$ cat config.mk
export PLATFORM = sky130hd
export DESIGN_NAME = seq_calc
export DESIGN_NICKNAME = d
export VERILOG_FILES = /design/src/rtl/seq_calc.sv
export SDC_FILE = /design/constraint.sdc
export NUM_CORES = 1
export LEC_CHECK = 0
export CORE_MARGIN = 8
export CORE_UTILIZATION = 60
export CTS_CLUSTER_DIAMETER = 80
export DETAILED_ROUTE_END_ITERATION = 7
export PLACE_DENSITY = 0.95
export SETUP_SLACK_MARGIN = 0.5
export SLEW_MARGIN = 40
export SYNTH_ARGS = -nofsm -noshare
export SYNTH_HDL_FRONTEND = slang
export SYNTH_SLANG_ARGS = --single-unit
$ cat constraint.sdc
create_clock -name clk -period 4.5 [get_ports clk]
set_input_delay 0.9 -clock clk [delete_from_list [all_inputs] [get_ports clk]]
set_output_delay 0.9 -clock clk [all_outputs]
set_load 0.03 [all_outputs]
$ cat src/rtl/seq_calc.sv
// seq_calc: registered signed calculator with valid/ready in and out.
// Ops: add, sub, abs, accumulate, and an optional shift-add multiply.
// Build option: define SEQ_CALC_MUL_EN to include the multiplier. Without it,
// op 011 behaves as |b| with single-cycle latency and busy is tied low.
module seq_calc #(
  parameter int unsigned WIDTH = 8
) (
  input  logic             clk,
  input  logic             rst,
  input  logic             in_valid,
  output logic             in_ready,
  input  logic [2:0]       op,
  input  logic [WIDTH-1:0] a,
  input  logic [WIDTH-1:0] b,
  output logic             out_valid,
  input  logic             out_ready,
  output logic [WIDTH-1:0] r,
  output logic             ovf,
  output logic             sticky_ovf,
  input  logic             clr_sticky,
  output logic             busy
);

  typedef enum logic [1:0] {
    S_IDLE   = 2'd0,
    S_MUL    = 2'd1,
    S_RESULT = 2'd2
  } state_e;

  state_e           state_q;
  logic [WIDTH-1:0] r_q;
  logic [WIDTH-1:0] acc_q;
  logic             ovf_q;
  logic             out_valid_q;
  logic             sticky_q;
  logic             busy_q;

  logic             accept;
  logic             deliver;
  logic [WIDTH-1:0] acc_eff;
  logic [WIDTH:0]   abs_a;
  logic [WIDTH:0]   abs_b;
  logic [WIDTH:0]   sc_res;

  // Signed add/sub; returns {overflow, wrapped result}.
  function automatic logic [WIDTH:0] addsub(input logic [WIDTH-1:0] x,
                                            input logic [WIDTH-1:0] y,
                                            input logic             sub);
    logic [WIDTH-1:0] yy;
    logic [WIDTH-1:0] s;
    logic             o;
    yy = sub ? ~y : y;
    s  = x + yy + WIDTH'(sub);
    o  = (x[WIDTH-1] == yy[WIDTH-1]) & (s[WIDTH-1] != x[WIDTH-1]);
    return {o, s};
  endfunction

  // Absolute value; the most-negative input wraps to itself and flags overflow.
  function automatic logic [WIDTH:0] absv(input logic [WIDTH-1:0] x);
    logic [WIDTH-1:0] m;
    m = x[WIDTH-1] ? (~x + WIDTH'(1)) : x;
    return {x[WIDTH-1] & ~(|x[WIDTH-2:0]), m};
  endfunction

  assign in_ready   = ~rst & ((state_q == S_IDLE) | ((state_q == S_RESULT) & out_ready));
  assign accept     = in_valid & in_ready;
  assign deliver    = out_valid_q & out_ready;
  // A result delivered on the acceptance edge is already visible to op 111.
  assign acc_eff    = deliver ? r_q : acc_q;

  assign out_valid  = out_valid_q;
  assign r          = r_q;
  assign ovf        = ovf_q;
  assign sticky_ovf = sticky_q;
  assign busy       = busy_q;

  // Single-cycle result selection from the live request.
  always_comb begin
    abs_a  = absv(a);
    abs_b  = absv(b);
    sc_res = '0;
    case (op)
      3'b000:  sc_res = addsub(a, b, 1'b0);
      3'b001:  sc_res = addsub(a, b, 1'b1);
      3'b010:  sc_res = abs_b;
      3'b011:  sc_res = abs_b;
      3'b100:  sc_res = addsub(b, a, 1'b0);
      3'b101:  sc_res = addsub(b, a, 1'b1);
      3'b110:  sc_res = abs_a;
      default: sc_res = addsub(acc_eff, a, 1'b0);
    endcase
  end

`ifdef SEQ_CALC_MUL_EN
  localparam int unsigned CW = $clog2(WIDTH);

  logic [2*WIDTH-1:0] prod_q;
  logic [2*WIDTH-1:0] mcand_q;
  logic [WIDTH-1:0]   mplier_q;
  logic               neg_q;
  logic [CW-1:0]      cnt_q;
  logic [2*WIDTH-1:0] prod_step;
  logic [2*WIDTH-1:0] prod_signed;
  logic               mul_ovf;

  // One shift-add step on magnitudes, then sign fix-up and range check.
  always_comb begin
    prod_step   = prod_q + (mplier_q[0] ? mcand_q : '0);
    prod_signed = neg_q ? (~prod_step + (2*WIDTH)'(1)) : prod_step;
    mul_ovf     = ~((&prod_signed[2*WIDTH-1:WIDTH-1]) | ~(|prod_signed[2*WIDTH-1:WIDTH-1]));
  end
`endif

  // Control FSM, datapath registers, accumulator and sticky overflow.
  always_ff @(posedge clk) begin
    if (rst) begin
      state_q     <= S_IDLE;
      r_q         <= '0;
      ovf_q       <= 1'b0;
      out_valid_q <= 1'b0;
      sticky_q    <= 1'b0;
      busy_q      <= 1'b0;
      acc_q       <= '0;
`ifdef SEQ_CALC_MUL_EN
      prod_q      <= '0;
      mcand_q     <= '0;
      mplier_q    <= '0;
      neg_q       <= 1'b0;
      cnt_q       <= '0;
`endif
    end else begin
      if (deliver) begin
        acc_q <= r_q;
      end
      if (deliver & ovf_q) begin
        sticky_q <= 1'b1;
      end else if (clr_sticky) begin
        sticky_q <= 1'b0;
      end

      case (state_q)
        S_IDLE, S_RESULT: begin
          if (deliver) begin
            out_valid_q <= 1'b0;
            state_q     <= S_IDLE;
          end
          if (accept) begin
`ifdef SEQ_CALC_MUL_EN
            if (op == 3'b011) begin
              state_q     <= S_MUL;
              busy_q      <= 1'b1;
              out_valid_q <= 1'b0;
              prod_q      <= '0;
              mcand_q     <= {WIDTH'(0), abs_a[WIDTH-1:0]};
              mplier_q    <= abs_b[WIDTH-1:0];
              neg_q       <= a[WIDTH-1] ^ b[WIDTH-1];
              cnt_q       <= '0;
            end else
`endif
            begin
              state_q     <= S_RESULT;
              out_valid_q <= 1'b1;
              r_q         <= sc_res[WIDTH-1:0];
              ovf_q       <= sc_res[WIDTH];
            end
          end
        end
`ifdef SEQ_CALC_MUL_EN
        S_MUL: begin
          prod_q   <= prod_step;
          mcand_q  <= {mcand_q[2*WIDTH-2:0], 1'b0};
          mplier_q <= {1'b0, mplier_q[WIDTH-1:1]};
          cnt_q    <= cnt_q + CW'(1);
          if (cnt_q == CW'(WIDTH - 1)) begin
            state_q     <= S_RESULT;
            busy_q      <= 1'b0;
            out_valid_q <= 1'b1;
            r_q         <= prod_signed[WIDTH-1:0];
            ovf_q       <= mul_ovf;
          end
        end
`endif
        default: state_q <= S_IDLE;
      endcase
    end
  end

endmodule
== Yosys cells after proc, flatten, opt, wreduce, memory -nomap -nowiden ==
Index checks and enable logic that the tools add are counted.
Word-level totals
  register bits after elaboration: 20
  bits of input ports: 24
  output and inout port bits: 13
  logic and storage cells: 70
Operators by class
  add/subtract/negate cells: 8
  equality and inequality tests: 16
  multiplexer cells: 10
  bitwise gates (word level): 19
  reductions and logical operators: 11
Operators with widths (count)
  9-bit one-hot mux with 6 select lines: 1
  8-bit by 1-bit adder with 8-bit output (second input constant): 4
  8-bit adder: 4
  8-bit two-way mux: 3
  8-bit NOT: 2
  7-bit OR reduction: 2
  1-bit bitwise AND: 12
  3-bit == test (second input constant): 3
  3-bit by 2-bit == test with 1-bit output (second input constant): 2
  2-bit OR reduction: 3
  1-bit == test: 5
  1-bit inequality test: 5
  1-bit two-way mux: 4
  2-bit two-way mux: 2
  1-bit NOT: 4
  2-bit AND reduction: 2
  2-bit nonzero test: 2
  3-bit by 1-bit == test with 1-bit output (second input constant): 1
  3-bit zero test: 1
  2-bit zero test: 1
  1-bit bitwise OR: 1

== Depth between registers and ports, before layout ==
  depth in word-level cells: 6
  mapped depth: 11
  mapped depth without buffers: 11

== Worst setup path after synthesis ==
No wires, ideal clock.
  kind: in2reg
  start: input port out_ready
  end: register ovf_q (netlist: ovf)
  setup time: 0.122 ns
  data arrival time: 2.851 ns
  required time: 4.378 ns
  setup slack: 1.527 ns
  stages: 10
  path buffers: 0
  cells stage by stage: nand2_2 mux2i_1 inv_1 ha_1 a211oi_2 o21bai_2 o31ai_4 or3b_1 a21oi_1 o32a_1
Between the ends
  cells in the longest elaborated chain, start to end: 6
  elaborated cells on any way between the ends: 12
  classes of those cells: add/sub: 1; eq/ne: 2; mux: 2; bitwise: 6; reduce/logical: 1
Ends and longest elaborated chain
  start, declared: line 16  | input logic out_ready,
  1-bit bitwise AND: line 67  | assign deliver = out_valid_q & out_ready;
  8-bit two-way mux
  net acc_eff[1]: line 40  | logic [WIDTH-1:0] acc_eff;
  8-bit adder: line 53  | s = x + yy + WIDTH'(sub);
  1-bit inequality test: line 54  | o = (x[WIDTH-1] == yy[WIDTH-1]) & (s[WIDTH-1] != x[WIDTH-1]);
  1-bit bitwise AND: line 54
  9-bit one-hot mux with 6 select lines: line 82  | case (op)
  end signal, assigned: line 164  | ovf_q <= sc_res[WIDTH];
  end, declared: line 33  | logic ovf_q;
The timed path passes the listed nets, and every way through them passes these cells.
A chain may end at the register's enable or synchronous reset.

== Worst setup path after layout ==
  start: input port a[1]
  end: register ovf_q (netlist: ovf)
Between the ends
  cells in the longest elaborated chain, start to end: 6
  elaborated cells on any way between the ends: 21
  classes of those cells: add/sub: 6; eq/ne: 5; mux: 1; bitwise: 8; reduce/logical: 1
Ends and longest elaborated chain
  start, declared: line 13  | input logic [WIDTH-1:0] a,
  8-bit NOT
  8-bit adder: line 53
  8-bit by 1-bit adder with 8-bit output: line 53
  1-bit inequality test: line 54
  1-bit bitwise AND: line 54
  9-bit one-hot mux with 6 select lines (*): line 82
Mark *: on every way between the ends. The rest lies on a longest branch, timed or not.

==> impl_metrics.tcl <==
set metrics [dict create \
    clk_latency_ns 0.26 \
    ys_ff_latch 19 \
    place_area_mm2 0.00313 \
    powerDensity_mw_per_mm2 193 \
    post_cts_resized 0 \
    synth_top_area_cell "dfxtp_1" \
    criticalPathCategory "in2reg" \
    setup_violations 0 \
    met1_usage 0.242 \
    fillers 380 \
    antenna_left 0 \
    ioPinCount 37 \
    grt_antenna_before_repair 0 \
    finClkSkew_ns 0.00655 \
    path_max_fanout 8 \
    final_cell_mix "clkdlybuf4s50_1, ha_1, inv_1" \
    first_global_vias 2674 \
    yosys-top-cells-area "dfxtp_1, ha_1, a21oi_1" \
    grt_first_pass_wirelength_um 12500 \
    grt_max_degree 17 \
    num_vias 2676 \
    dp.cells 418 \
    hpwl_um 6030 \
    start_util 0.610 \
    yosysSeqAreaShare 0.136 \
    place.gp.congestion 0.939 \
    die_h_um 84.3 \
    ys.flop_type "dfxtp_1" \
    dieArea_mm2 0.00711 \
    fin_tns_setup_ns 0 \
    wl_um 7500 \
    syn-instance-count 343 \
    cts.sink_count 19 \
    synth_compound_gate_area_share 0.262 \
    drc 0 \
    synth_top_family_by_area "compound AO/OA/AOI/OAI gates" \
    synth_mux_area_frac 0.0763 \
    busiest_layer "met2" \
    async_flop_share 0 \
    grtUsageTotal 0.206 \
    synthSimpleGateAreaFrac 0.230 \
    finalPower_w 0.000613 \
    cts_tree "done" \
    synth_area_mm2 0.00280 \
    synth_cell_types 79 \
    hp-class "reg2reg" \
    final_common_cell "clkdlybuf4s50_1" \
    cts_made_buffers 3 \
    slew_headroom 0.539 \
    grt.overflow.total 0 \
    portBuffers 35 \
    status "finished, final reports clean" \
    finalHoldViolCount 0 \
    synth-adder-area-share 0.163 \
    via_per_inst 6.34 \
    clk_pin_slew_worst_paths_ns 0.07 \
    critPathRequiredTime_ns 4.65 \
    dr.pass1.iters 5 \
    cap_violations 0 \
    cp-end-kind "register" \
    post-cts-setup-buffer-count 0 \
    fmax_mhz 287 \
    drtIter0Drc 179 \
    cts_hold_buffers 0 \
    peakVddDrop_mv 0.0797 \
    root_buffer "clkbuf_8" \
    synth_top_area_frac 0.136 \
    crit_path_start_kind "primary input" \
    met2_usage 0.361 \
    final_max_slew_viol_count 0 \
    layout.nets 427 \
    final_area_mm2 0.00317 \
    max_slew.worst_pin.slew_ns 0.691 \
    core-area_mm2 0.00460 \
    use_met3 0.0310 \
    synthXorXnorAreaFrac 0.0531 \
    synth-edff-count 0 \
    syn_area_per_cell_um2 8.17 \
    utilization 0.690 \
    ys.warnings.count 0 \
    fin_crit_sh 0.775 \
    syn_nets 401 \
    rsz0062_at_grt "no" \
    fin_crit_ns 3.49 \
    area_growth_pct 13.2 \
    stdcell_count 422 \
    p_leak_nw 1.30 \
    drive_gt1_frac 0.103 \
    fp-row-count 25 \
    wl_per_cell_um 17.8 \
    worstPathArrival_ns 3.64 \
    n_antenna_cell 0 \
    clockBufferDepth 2 \
    die_w_um 84.3 \
    cts_max_level 1 \
]
==> layout make-up <==
class / instances / area (um2) / share of cell area
Multi-Input combinational cell: 279 / 2200 / 0.694
Sequential cell: 19 / 380 / 0.120
Timing Repair Buffer: 38 / 373 / 0.118
Clock buffer: 4 / 45.0 / 0.0142
Inverter: 28 / 105 / 0.0331
Tap cell: 54 / 67.6 / 0.0213
==> worst paths after layout <==
| kind | startpoint | end | slack [ns] | cells after the start |
|---|---|---|---|---|
| setup / recovery | a[1] | ovf | 1.01 | 8 |
| setup reg to reg | state_q[1] | ovf | 1.85 | 10 |
| hold / removal | r[2] | r[2] | 0.49 | 2 |
| hold reg to reg | r[2] | r[2] | 0.49 | 2 |
==> power by group <==
part	switching [W]	total (W)	internal [W]
Sequential	0.00000825	0.000187	0.000179
Clock	0.0000568	0.000120	0.0000629
Combinational	0.000173	0.000307	0.000133
==> cell usage after synthesis (4+ instances only) <==
master / number
xnor2_1: 13
mux2i_1: 11
mux2_2: 8
nand3_1: 12
nor3_1: 4
a21oi_1: 23
o211ai_1: 5
o21ai_0: 8
o31ai_1: 4
nor2b_1: 18
nand2b_1: 7
nand2_1: 16
and2_1: 7
nor4_1: 4
xor2_1: 4
inv_1: 27
nand3b_1: 4
ha_1: 30
buf_2: 9
fa_1: 4
dfxtp_1: 19
o21bai_1: 4
nor2_1: 18
==> per-stage QoR <==
stage / hold WS (ns) / setup WS [ns]
floorplan: 0.489 / 1.53
global placement: 0.454 / 0.911
detailed placement: 0.486 / 0.782
CTS: 0.493 / 1.03
global route: 0.523 / 0.838
finish: 0.488 / 1.01
==> worst max-delay path, stage by stage <==
cell             delay (ns)
clkdlybuf4s50_1        0.71
inv_1                  0.25
ha_1                   0.36
nand2b_1               0.16
a221oi_1               0.47
o41a_1                 0.29
o211ai_1               0.14
o32a_1                 0.35
==> cell families (layout without fill, tap and decap cells) <==
group	after synthesis	in the layout
xor gates and xnor gates	17	17
and+or+nand+nor	111	111
DFF	19	19
other	1	1
AOI/OAI and AO/OA	96	96
buffers and inverters	45	70
adders and majority gates	34	34
muxes	20	20
==> per-layer routing <==
layer | vias up | routed length (um)
li1 | 1299 | -
met1 | 1258 | 3130
met2 | 101 | 3680
met3 | 18 | 501
met4 | 0 | 189
met5 | - | 0
==> sequential cells by signal (all words and copies together) (netlist names) <==
register	count
sticky_ovf	1
state_q	1
acc_q	8
r	8
ovf	1
Power figures use the tool's default switching activity.
